File: config.mk
export PLATFORM = sky130hd
export DESIGN_NAME = mem_access_ctrl
export DESIGN_NICKNAME = d
export VERILOG_FILES = /design/src/rtl/mem_pkg.sv /design/src/rtl/mem_align.sv /design/src/rtl/mem_access_ctrl.sv
export SDC_FILE = /design/constraint.sdc
export NUM_CORES = 1
export LEC_CHECK = 0
export ABC_AREA = 0
export CORE_MARGIN = 8
export CORE_UTILIZATION = 35
export CTS_CLUSTER_SIZE = 14
export DETAILED_ROUTE_END_ITERATION = 10
export PLACE_DENSITY = 0.67
export SLEW_MARGIN = 20
export SYNTH_ARGS = -nofsm -noshare
export SYNTH_HDL_FRONTEND = slang
export SYNTH_HIERARCHICAL = 1
export SYNTH_SLANG_ARGS = --single-unit
export TNS_END_PERCENT = 20
File: constraint.sdc
create_clock -name clk -period 2.8 [get_ports clk]
set_input_delay 0.28 -clock clk [delete_from_list [all_inputs] [get_ports clk]]
set_output_delay 0.28 -clock clk [all_outputs]
set_load 0.05 [all_outputs]
File: src/rtl/mem_pkg.sv
// mem_pkg: shared definitions for the memory-stage access path.
//   - MEM_B / MEM_H / MEM_W : req_size encodings (2'b11 is illegal)
//   - state_t               : access controller states
//   - misaligned()          : alignment / legality check for a request
package mem_pkg;

    localparam logic [1:0] MEM_B = 2'b00;
    localparam logic [1:0] MEM_H = 2'b01;
    localparam logic [1:0] MEM_W = 2'b10;

    typedef enum logic [1:0] {
        ST_IDLE = 2'b00,
        ST_RD   = 2'b01,
        ST_WR   = 2'b10,
        ST_RESP = 2'b11
    } state_t;

    // Size 2'b11 is treated as misaligned so it takes the error path.
    function automatic logic misaligned(input logic [1:0] size, input logic [1:0] lo);
        logic bad;
        case (size)
            MEM_B:   bad = 1'b0;
            MEM_H:   bad = lo[0];
            MEM_W:   bad = (lo != 2'b00);
            default: bad = 1'b1;
        endcase
        return bad;
    endfunction

endpackage

File: src/rtl/mem_align.sv
// mem_align: combinational little-endian lane handling.
//   size   in  2   MEM_B / MEM_H / MEM_W
//   lane   in  2   byte address bits [1:0]
//   sign   in  1   sign-extend sub-word loads
//   wdata  in  32  right-justified store data
//   rword  in  32  current memory word
//   merged out 32  rword with the target lane replaced (wdata for words)
//   loaded out 32  extracted and extended load value (rword for words)
module mem_align
    import mem_pkg::*;
(
    input  logic [1:0]  size,
    input  logic [1:0]  lane,
    input  logic        sign,
    input  logic [31:0] wdata,
    input  logic [31:0] rword,
    output logic [31:0] merged,
    output logic [31:0] loaded
);

    logic [7:0]  b;
    logic [15:0] h;
    logic [4:0]  bsh;
    logic [4:0]  hsh;

    assign bsh = {lane, 3'b000};
    assign hsh = {lane[1], 4'b0000};
    assign b   = rword[bsh +: 8];
    assign h   = rword[hsh +: 16];

    always_comb begin
        merged = wdata;
        loaded = rword;
        case (size)
            MEM_B: begin
                merged          = rword;
                merged[bsh +: 8] = wdata[7:0];
                loaded          = {{24{sign & b[7]}}, b};
            end
            MEM_H: begin
                merged           = rword;
                merged[hsh +: 16] = wdata[15:0];
                loaded           = {{16{sign & h[15]}}, h};
            end
            default: ;
        endcase
    end

endmodule

File: src/rtl/mem_access_ctrl.sv
// mem_access_ctrl: single-outstanding load/store controller in front of a
// word-organised data memory (combinational read, synchronous write).
//   clk, reset (async, active-high)
//   req_valid/req_ready, req_we, req_size, req_sign, req_addr, req_wdata, req_pc
//   resp_valid, resp_rdata, resp_err  : one-cycle response strobe
//   ram_addr, ram_we, ram_wdata, ram_rdata : data memory port
// Optional: define MEM_TRACE_EN to print one trace line per memory write.
module mem_access_ctrl
    import mem_pkg::*;
#(
    parameter int ADDR_W = 10
) (
    input  logic              clk,
    input  logic              reset,
    input  logic              req_valid,
    output logic              req_ready,
    input  logic              req_we,
    input  logic [1:0]        req_size,
    input  logic              req_sign,
    input  logic [31:0]       req_addr,
    input  logic [31:0]       req_wdata,
    input  logic [31:0]       req_pc,
    output logic              resp_valid,
    output logic [31:0]       resp_rdata,
    output logic              resp_err,
    output logic [ADDR_W-1:0] ram_addr,
    output logic              ram_we,
    output logic [31:0]       ram_wdata,
    input  logic [31:0]       ram_rdata
);

    state_t      state, state_nxt;
    logic        we_q, sign_q, err_q;
    logic [1:0]  size_q;
    logic [31:0] addr_q, wdata_q, word_q;
    logic [31:0] merged, loaded;
    logic        req_bad;

    assign req_bad = misaligned(req_size, req_addr[1:0]);

    always_ff @(posedge clk or posedge reset) begin
        if (reset) begin
            state   <= ST_IDLE;
            we_q    <= 1'b0;
            sign_q  <= 1'b0;
            err_q   <= 1'b0;
            size_q  <= 2'b00;
            addr_q  <= '0;
            wdata_q <= '0;
            word_q  <= '0;
        end else begin
            state <= state_nxt;
            if (state == ST_IDLE && req_valid) begin
                we_q    <= req_we;
                sign_q  <= req_sign;
                err_q   <= req_bad;
                size_q  <= req_size;
                addr_q  <= req_addr;
                wdata_q <= req_wdata;
            end
            if (state == ST_RD)
                word_q <= ram_rdata;
        end
    end

    always_comb begin
        state_nxt = state;
        case (state)
            ST_IDLE: if (req_valid) begin
                if (req_bad)                        state_nxt = ST_RESP;
                else if (req_we && req_size == MEM_W) state_nxt = ST_WR;
                else                                state_nxt = ST_RD;
            end
            ST_RD:   state_nxt = we_q ? ST_WR : ST_RESP;
            ST_WR:   state_nxt = ST_RESP;
            ST_RESP: state_nxt = ST_IDLE;
            default: state_nxt = ST_IDLE;
        endcase
    end

    // Word stores never pass through RD, so merged falls back to wdata_q.
    mem_align u_align (
        .size   (size_q),
        .lane   (addr_q[1:0]),
        .sign   (sign_q),
        .wdata  (wdata_q),
        .rword  (word_q),
        .merged (merged),
        .loaded (loaded)
    );

    // All outputs decode registered state only; nothing combinational from req_*.
    always_comb begin
        req_ready  = (state == ST_IDLE);
        resp_valid = (state == ST_RESP);
        resp_err   = (state == ST_RESP) && err_q;
        resp_rdata = (state == ST_RESP && !err_q && !we_q) ? loaded : 32'h0;
        ram_we     = (state == ST_WR);
        ram_addr   = (state == ST_RD || state == ST_WR) ? addr_q[ADDR_W+1:2] : '0;
        ram_wdata  = (state == ST_WR) ? merged : 32'h0;
    end

`ifdef MEM_TRACE_EN
    logic [31:0] pc_q;

    always_ff @(posedge clk or posedge reset) begin
        if (reset)
            pc_q <= '0;
        else if (state == ST_IDLE && req_valid)
            pc_q <= req_pc;
    end

    always @(posedge clk) begin
        if (ram_we && !reset)
            $display("@%h: *%h <= %h", pc_q, {addr_q[31:2], 2'b00}, ram_wdata);
    end
`else
    // PC and upper address bits only feed the trace.
    logic unused_trace;
    assign unused_trace = ^{req_pc, addr_q[31:ADDR_W+2]};
`endif

endmodule

==> impl_metrics.py, run 1 <==
metrics = {
    "routing": {
        "first_pass_iters": 8,
        "drtIter0Drc": 386,
        "wire_per_inst_um": 20.7,
        "vias": 4741,
        "wl_mm": 18.4,
        "drc": 0,
        "viasPerCell": 5.32,
        "ant_nets": 0,
    },
    "critical_path": {
        "cp-end-kind": "output pin",
        "slowest_delay_ns": 0.38,
        "cp.arrival_ns": 2.41,
        "crit_chain": "inv_1, ha_1, nor3b_1, and3_2, a222oi_1, inv_1, and2_1, buf_12",
        "crit_required_ns": 2.52,
        "cp_max_fo": 8,
        "cp_common_cell": "inv_1",
        "crit_type": "reg -> out",
        "worst_setup_path_start_kind": "flop",
        "cpMaxStageDelayCell": "dfrtp_1",
    },
    "power_and_ir_drop": {
        "power_switching_share": 0.477,
        "powerDensity_nw_per_um2": 1460,
        "power.leakage_nw": 3.40,
        "p_int_mw": 6.08,
        "power.share.combinational": 0.650,
        "p_seq_frac": 0.228,
        "worst_ir_drop_vdd_mv": 0.828,
        "p_switching_mw": 5.54,
        "p_clk_frac": 0.123,
    },
    "layout": {
        "final_cell_mix": "clkdlybuf4s50_1 (96), dfrtp_1 (81), mux2_1 (78), and2_1 (75), nand2_1 (50)",
        "num_antenna_cells": 0,
        "fin_nets": 844,
        "fin_area_um2": 7970,
        "area_delta_synth_final_pct": 48.0,
        "final_common_cell": "clkdlybuf4s50_1",
        "layout-drive-gt1-share": 0.179,
    },
    "placement": {
        "place_ws_ns": 0.316,
        "dp_hpwl_mm": 14.4,
        "routabilityCongestion": 0.912,
        "port_buffers": 160,
        "dpl-instance-area_um2": 7580,
    },
    "cts": {
        "post_cts_buffers": 0,
        "insertion_delay_ns": 0.34,
        "clk_pin_slew_ns": 0.06,
        "root_buffer": "clkbuf_16",
        "numCtsBuffers": 9,
        "post_cts_hold_buffer_count": 0,
        "htreeDepth": 3,
        "cts_tree": "done",
        "max-clock-path-buffers": 2,
        "clock-sinks": 83,
    },
    "sta": {
        "period_minus_slack_ns": 2.69,
        "fin_ws_ns": 0.107,
        "worst_pin_slew_ns": 0.620,
        "whs_ns": 0.280,
        "min_period_over_period": 0.962,
        "skew_ns": 0.00739,
        "slew_headroom": 0.585,
        "fmax_ghz": 0.371,
        "setup_violations": 0,
        "hold_violations": 0,
        "rsz0062_at_grt": "yes",
        "finalMaxSlewViolations": 0,
    },
    "yosys": {
        "synthMuxAreaShare": 0.206,
        "synth_edf_count": 0,
        "syn_area_per_cell_um2": 9.79,
        "ys.flop_type": "dfrtp_1",
        "synth_top_family_by_area": "multiplexers",
        "synth_xor_area_frac": 0,
        "synth_fa_ha_area_frac": 0.0232,
        "synth_compound_area_frac": 0.146,
        "postSynthCellCount": 550,
        "synthSimpleGateAreaFrac": 0.193,
        "synth.distinct_cells": 46,
        "synth_fp_nets": 695,
        "syn_area_um2": 5390,
        "yosysWarningCount": 6,
        "ys_async_sr_fraction": 1.00,
        "ys_seq_elements": 83,
        "ys_seq_area_frac": 0.386,
    },
    "job": {
        "cap_violations": 0,
    },
    "die": {
        "ios": 213,
        "num_rows": 45,
        "core_um2": 15100,
        "initial_core_util": 0.356,
        "die_w_um": 140,
        "fp.dieH_um": 140,
        "die_area_um2": 19600,
    },
    "grt": {
        "gr-total-overflow": 0,
        "grt_pass1_vias": 5088,
        "antenna_found_initial": 0,
        "grt_max_degree": 41,
        "track_usage": 0.188,
        "grt_pass1_wl_mm": 28.9,
    },
    "status": {
        "status": "complete, no violations",
    },
    "worst_hold_path": {
        "hp-class": "in -> async",
    },
}
-- state kept, by name, summed over array words and instances (netlist names) --
name	cells
addr_q	12
err_q	1
sign_q	1
size_q	2
state	2
wdata_q	32
we_q	1
word_q	32
-- worst max-delay path, delay by kind of cell, from the launching register on --
| family | cells | cell delay [ns] |
|---|---|---|
| AND/OR/NAND/NOR | 3 | 0.65 |
| buffers and inverters | 3 | 0.40 |
| flip-flops | 1 | 0.38 |
| AO/OA/AOI/OAI | 1 | 0.37 |
| adder cells (fa/ha/maj) | 1 | 0.27 |
-- per-stage QoR --
stage          setup TNS [ns]   util  power [mW]  cells
3_3_place_gp                0  0.501        9.99    876
6_report                    0  0.526        11.6    892
3_5_place_dp                0  0.501        10.1    876
2_1_floorplan               0      -        7.16    550
5_1_grt              -0.00857  0.526        12.3    892
4_1_cts                     0  0.525        11.6    892
-- cell families after synthesis --
family	after synthesis
AOI/OAI and AO/OA	113
DFF	83
and+or+nand+nor	189
buffers and inverters	56
muxes	99
adders and majority gates	10
-- synth_stat cells, types with 5 or more instances --
cell type | n | area [µm²]
a22o_1 | 9 | 78.8
a222oi_1 | 8 | 80.1
o21ai_0 | 23 | 115
nand2b_1 | 8 | 50.1
mux2_1 | 78 | 878
ha_1 | 10 | 125
mux2_2 | 10 | 113
a21oi_1 | 34 | 170
nand2_1 | 51 | 191
clkbuf_1 | 21 | 78.8
nor3b_1 | 9 | 67.6
mux2i_1 | 9 | 90.1
inv_1 | 14 | 52.6
a211o_1 | 6 | 52.6
dfrtp_1 | 83 | 2080
a22oi_1 | 15 | 113
buf_2 | 17 | 85.1
nor2_1 | 17 | 63.8
nor3_1 | 5 | 25.0
and2_1 | 75 | 469
nor2b_1 | 14 | 87.6
-- repair_timing --
item | CTS | global route
gates resized for setup | 1 | 9
pin swaps | 0 | 1
setup endpoints to repair | 5 | 32
-- cell type report --
type	instances	area, µm²
clock buffers	11	233
clock inverters	5	125
fillers	1313	7170
inverters	15	57.6
multi-input cells	411	3090
flip-flops and latches	83	2080
well taps	188	235
repair buffers	179	2150
-- power groups by stage --
stage / Combinational [mW] / Clock (mW) / Sequential [mW]
2_1_floorplan: 4.92 / 0 / 2.24
3_3_place_gp: 7.38 / 0 / 2.60
3_5_place_dp: 7.52 / 0 / 2.63
4_1_cts: 7.57 / 1.45 / 2.61
5_1_grt: 8.06 / 1.50 / 2.71
6_report: 7.55 / 1.43 / 2.64
-- path summary, 6_finish.rpt --
path                                 from       endpoint  slack [ns]  depth (start not counted)
worst max-delay path            addr_q[0]  ram_wdata[15]        0.11                          8
worst min-delay path                reset      addr_q[3]        0.28                          2
worst max register to register   state[0]    wdata_q[10]        0.75                          5
worst min register to register  addr_q[2]      addr_q[2]        0.49                          1
max in group asynchronous           reset     word_q[25]        1.81                          3
min in group clk                addr_q[2]      addr_q[2]        0.49                          1
-- metal layers --
layer / share of wire / track usage / wire length, µm
met5: 0 / 0 / 0
met4: 0.022 / 0.0680 / 404
met3: 0.080 / 0.0595 / 1480
met2: 0.48 / 0.307 / 8890
met1: 0.42 / 0.228 / 7660
Note: power is estimated with default switching activity, not from simulation.
==> run 2: changes to the inputs <==
==> constraint.sdc (replaced) <==
create_clock -name clk -period 2.5 [get_ports clk]
set_input_delay 0.25 -clock clk [delete_from_list [all_inputs] [get_ports clk]]
set_output_delay 0.25 -clock clk [all_outputs]
set_load 0.05 [all_outputs]
==> impl_metrics.py, run 2 (same netlist as run 1, synthesis figures left out) <==
metrics = {
    "grt": {
        "track_usage": 0.192,
        "grt_pass1_vias": 5266,
        "grt_max_degree": 49,
        "antenna_found_initial": 0,
        "gr-total-overflow": 0,
        "grt_pass1_wl_mm": 29.4,
    },
    "routing": {
        "ant_nets": 0,
        "viasPerCell": 5.46,
        "drtIter0Drc": 374,
        "drc": 0,
        "vias": 4946,
        "first_pass_iters": 7,
        "wl_mm": 18.7,
        "wire_per_inst_um": 20.6,
    },
    "cts": {
        "numCtsBuffers": 9,
        "clock-sinks": 83,
        "insertion_delay_ns": 0.35,
        "root_buffer": "clkbuf_16",
        "cts_tree": "done",
        "htreeDepth": 3,
        "max-clock-path-buffers": 2,
        "clk_pin_slew_ns": 0.06,
    },
    "placement": {
        "place_ws_ns": 0.131,
        "dpl-instance-area_um2": 7630,
        "port_buffers": 160,
        "dp_hpwl_mm": 14.5,
        "routabilityCongestion": 0.904,
    },
    "power_and_ir_drop": {
        "worst_ir_drop_vdd_mv": 1.03,
        "powerDensity_nw_per_um2": 1620,
        "power.leakage_nw": 3.54,
    },
    "critical_path": {
        "crit_required_ns": 2.25,
        "crit_type": "reg -> out",
        "cpMaxStageDelayCell": "a222oi_1",
        "worst_setup_path_start_kind": "flop",
        "rrSetupSlack_ns": 0.80,
        "cp.arrival_ns": 2.31,
        "cp_max_fo": 8,
        "crit_chain": "inv_2, ha_4, nor3b_4, and3_4, a222oi_1, inv_1, and2_4, buf_12",
        "cp-end-kind": "output pin",
        "slowest_delay_ns": 0.44,
    },
    "sta": {
        "period_minus_slack_ns": 2.56,
        "fin_ws_ns": -0.0640,
        "setup_violations": 15,
        "finalMaxSlewViolations": 0,
        "rsz0062_at_grt": "yes",
        "fmax_ghz": 0.390,
        "min_period_over_period": 1.03,
        "worst_pin_slew_ns": 0.514,
        "slew_headroom": 0.656,
        "hold_violations": 0,
        "skew_ns": 0.00890,
    },
    "layout": {
        "fin_nets": 858,
        "num_antenna_cells": 0,
        "area_delta_synth_final_pct": 53.8,
        "final_common_cell": "clkdlybuf4s50_1",
        "reg.largest.list": "wdata_q (32), word_q (32), addr_q (12)",
        "final_cell_mix": "clkdlybuf4s50_1 (85), dfrtp_1 (81), mux2_1 (78), and2_1 (67), nand2_1 (50)",
        "layout-drive-gt1-share": 0.238,
        "fin_area_um2": 8280,
    },
    "status": {
        "violations": "negative setup slack",
        "status": "finished, violations left",
    },
    "die": {
        "fp.dieH_um": 140,
        "core_um2": 15100,
        "die_w_um": 140,
        "num_rows": 45,
        "ios": 213,
        "die_area_um2": 19600,
        "initial_core_util": 0.356,
    },
    "job": {
        "cap_violations": 0,
    },
    "worst_hold_path": {
        "hp-class": "in -> async",
    },
}
run 2: per-stage QoR:
stage / instances / setup TNS (ns) / power (mW) / utilization / hold WS [ns]
6_report: 906 / -0.251 / 13.4 / 0.547 / 0.135
5_1_grt: 906 / -2.52 / 14.2 / 0.547 / 0.153
4_1_cts: 903 / -0.731 / 13.2 / 0.536 / 0.132
3_5_place_dp: 881 / 0 / 11.4 / 0.504 / 0.474
3_3_place_gp: 881 / 0 / 11.3 / 0.504 / 0.465
2_1_floorplan: 550 / -0.0737 / 8.02 / - / 0.382
run 2: timing repair:
action,in CTS,in global routing
endpoints found under the hold margin,0,0
endpoints found under the setup margin,74,61
hold buffers,0,0
buffers inserted,5,3
resized for setup,50,31
gates cloned,1,0
pin swaps,8,5
run 2: where the power goes:
group / switching, mW / internal, mW / total, mW
Combinational: 5.00 / 4.00 / 9.01
Sequential: 0.889 / 2.04 / 2.93
Clock: 0.547 / 0.932 / 1.48
run 2: metal layers:
layer | up-vias | wire (µm) | GRT usage
met2 | 205 | 8920 | 0.314
met3 | 40 | 1320 | 0.0533
met5 | - | 0 | 0
met4 | 0 | 518 | 0.0771
met1 | 2437 | 7930 | 0.235
li1 | 2264 | - | -
run 2: final cells by class:
cell class	instances	area, µm²
Fill cell	1317	6870
Multi-Input combinational cell	411	3230
Timing Repair Buffer	193	2340
Sequential cell	83	2080
Clock buffer	11	253
Tap cell	188	235
Clock inverter	5	85.1
Inverter	15	58.8
run 2: worst paths after layout:
check                               start            to  depth (start not counted)
worst min-delay path                reset     addr_q[6]                          2
worst min register to register  addr_q[4]     addr_q[4]                          1
worst max register to register   state[1]   wdata_q[24]                          5
max in group asynchronous           reset    word_q[31]                          3
min in group clk                addr_q[4]     addr_q[4]                          1
worst max-delay path            addr_q[1]  ram_wdata[8]                          8
run 2: worst max-delay path: cells and delay by family (launching register included):
kind	cells	cell delay, ns
compound gates	1	0.44
fa+ha+maj	1	0.21
buf+inv	3	0.35
flops	1	0.41
simple gates	3	0.54
==> run 3: changes to the inputs <==
--- a/config.mk
+++ b/config.mk
@@ -6,7 +6,7 @@
 export NUM_CORES = 1
 export LEC_CHECK = 0
 export ABC_AREA = 0
-export CORE_MARGIN = 8
+export CORE_MARGIN = 2
 export CORE_UTILIZATION = 35
 export CTS_CLUSTER_SIZE = 14
 export DETAILED_ROUTE_END_ITERATION = 10
==> constraint.sdc (replaced) <==
create_clock -name clk -period 3 [get_ports clk]
set_input_delay 0.3 -clock clk [delete_from_list [all_inputs] [get_ports clk]]
set_output_delay 0.3 -clock clk [all_outputs]
set_load 0.05 [all_outputs]
==> impl_metrics.py, run 3 (same netlist as run 1, synthesis figures left out) <==
metrics = {
    "grt": {
        "grt_pass1_wl_mm": 26.5,
        "gr-total-overflow": 0,
        "antenna_found_initial": 0,
        "grt_pass1_vias": 4798,
        "grt_max_degree": 51,
        "track_usage": 0.213,
    },
    "layout": {
        "final_common_cell": "clkdlybuf4s50_1",
        "fin_nets": 840,
        "layout-drive-gt1-share": 0.174,
        "area_delta_synth_final_pct": 46.4,
        "num_antenna_cells": 0,
        "reg.largest.list": "wdata_q (32), word_q (32), addr_q (12)",
        "n_fill_cell": 1366,
        "final_cell_mix": "clkdlybuf4s50_1 (96), dfrtp_1 (79), mux2_1 (78), and2_1 (75), nand2_1 (50)",
    },
    "routing": {
        "first_pass_iters": 7,
        "drc": 0,
        "ant_nets": 0,
        "wire_per_inst_um": 19.3,
        "vias": 4771,
        "drtIter0Drc": 279,
        "wl_mm": 17.2,
        "viasPerCell": 5.37,
    },
    "critical_path": {
        "worst_setup_path_start_kind": "flop",
        "cp-end-kind": "output pin",
        "crit_type": "reg -> out",
        "cpMaxStageDelayCell": "dfrtp_2",
        "cp.arrival_ns": 2.58,
        "critical-path-top-delay-family": "simple AND/OR/NAND/NOR gates",
        "crit_chain": "buf_4, nor3b_1, and4_1, a22oi_1, o21ai_0, and2_1, buf_12",
        "slowest_delay_ns": 0.52,
        "crit_required_ns": 2.70,
        "critPathBufInv": 2,
        "cp_max_fo": 15,
    },
    "placement": {
        "dp_hpwl_mm": 13.0,
        "routabilityCongestion": 0.930,
        "port_buffers": 160,
    },
    "power_and_ir_drop": {
        "p_int_mw": 5.43,
        "powerDensity_nw_per_um2": 1330,
        "power.leakage_nw": 3.35,
        "p_seq_frac": 0.237,
        "p_clk_frac": 0.105,
        "power.share.combinational": 0.658,
        "p_total_mw": 10.5,
        "worst_ir_drop_vdd_mv": 0.772,
        "p_switching_mw": 5.09,
        "power_switching_share": 0.484,
    },
    "sta": {
        "setup_violations": 0,
        "slew_headroom": 0.427,
        "rsz0062_at_grt": "no",
        "min_period_over_period": 0.961,
        "fin_tns_setup_ns": 0,
        "period_minus_slack_ns": 2.88,
        "finalMaxSlewViolations": 0,
        "fmax_ghz": 0.347,
        "hold_violations": 0,
        "worst_pin_slew_ns": 0.859,
        "skew_ns": 0.00813,
    },
    "job": {
        "cap_violations": 0,
    },
    "worst_hold_path": {
        "hp-class": "in -> async",
    },
    "die": {
        "num_rows": 45,
        "die_w_um": 128,
        "core_um2": 15100,
        "die_area_um2": 16400,
        "ios": 213,
        "initial_core_util": 0.356,
        "fp.dieH_um": 128,
    },
    "cts": {
        "max-clock-path-buffers": 2,
        "clock-sinks": 83,
        "post_cts_buffers": 0,
        "numCtsBuffers": 9,
        "htreeDepth": 3,
        "post_cts_hold_buffer_count": 0,
        "cts_tree": "done",
        "root_buffer": "clkbuf_16",
        "clk_pin_slew_ns": 0.06,
        "insertion_delay_ns": 0.35,
    },
    "status": {
        "status": "complete, no violations",
    },
}
==> run 3: per-stage QoR <==
step	instance area, µm²	utilization	hold slack, ns	setup slack [ns]	std cells
2_1_floorplan	5390	-	0.432	0.425	550
3_3_place_gp	7580	0.500	0.468	0.492	872
3_5_place_dp	7580	0.500	0.478	0.449	872
4_1_cts	7870	0.520	0.452	0.0452	888
5_1_grt	7890	0.521	0.512	0.0247	888
6_report	7890	0.521	0.431	0.117	888
==> run 3: timing repair <==
item / 4_1_cts / 5_1_grt
resized for setup: 0 / 6
endpoints found under the hold margin: 0 / 0
setup endpoints to repair: 0 / 25
==> run 3: worst paths after layout <==
kind / from / endpoint / slack (ns) / cells past startpoint
max: size_q[0] / ram_wdata[29] / 0.12 / 7
min: reset / wdata_q[12] / 0.43 / 2
max reg2reg: state[1] / word_q[6] / 1.09 / 4
min reg2reg: addr_q[3] / addr_q[3] / 0.49 / 1
max in group asynchronous: reset / word_q[19] / 1.90 / 3
min in group clk: addr_q[3] / addr_q[3] / 0.49 / 1
==> run 3: layout make-up <==
| class | instances | area, µm² | area share |
|---|---|---|---|
| clock buffer | 11 | 243 | 0.0308 |
| timing repair buffer | 175 | 2140 | 0.272 |
| inverter | 15 | 57.6 | 0.00730 |
| tap | 188 | 235 | 0.0298 |
| clock inverter | 5 | 52.6 | 0.00666 |
| sequential | 83 | 2080 | 0.264 |
| multi-input combinational | 411 | 3070 | 0.390 |
==> run 3: metal layers <==
layer,track usage,up-vias,part of all wire
met2,0.361,182,0.49
met1,0.273,2347,0.42
met3,0.0459,21,0.067
met4,0.0614,0,0.016
met5,0,-,0
li1,-,2221,-
==> run 3: power groups by stage <==
| stage | Clock [mW] | Sequential [mW] | Combinational (mW) |
|---|---|---|---|
| 4_1_cts | 1.14 | 2.46 | 6.92 |
| 3_5_place_dp | 0 | 2.48 | 6.88 |
| 6_report | 1.11 | 2.49 | 6.92 |
| 3_3_place_gp | 0 | 2.45 | 6.78 |
| 5_1_grt | 1.18 | 2.56 | 7.39 |
| 2_1_floorplan | 0 | 2.09 | 4.60 |
==> run 3: worst register-to-register path, cell delays in order (launching register included) <==
cell	delay (ns)
dfrtp_1	0.41
inv_1	0.11
ha_1	0.64
buf_12	0.26
mux2_2	0.36
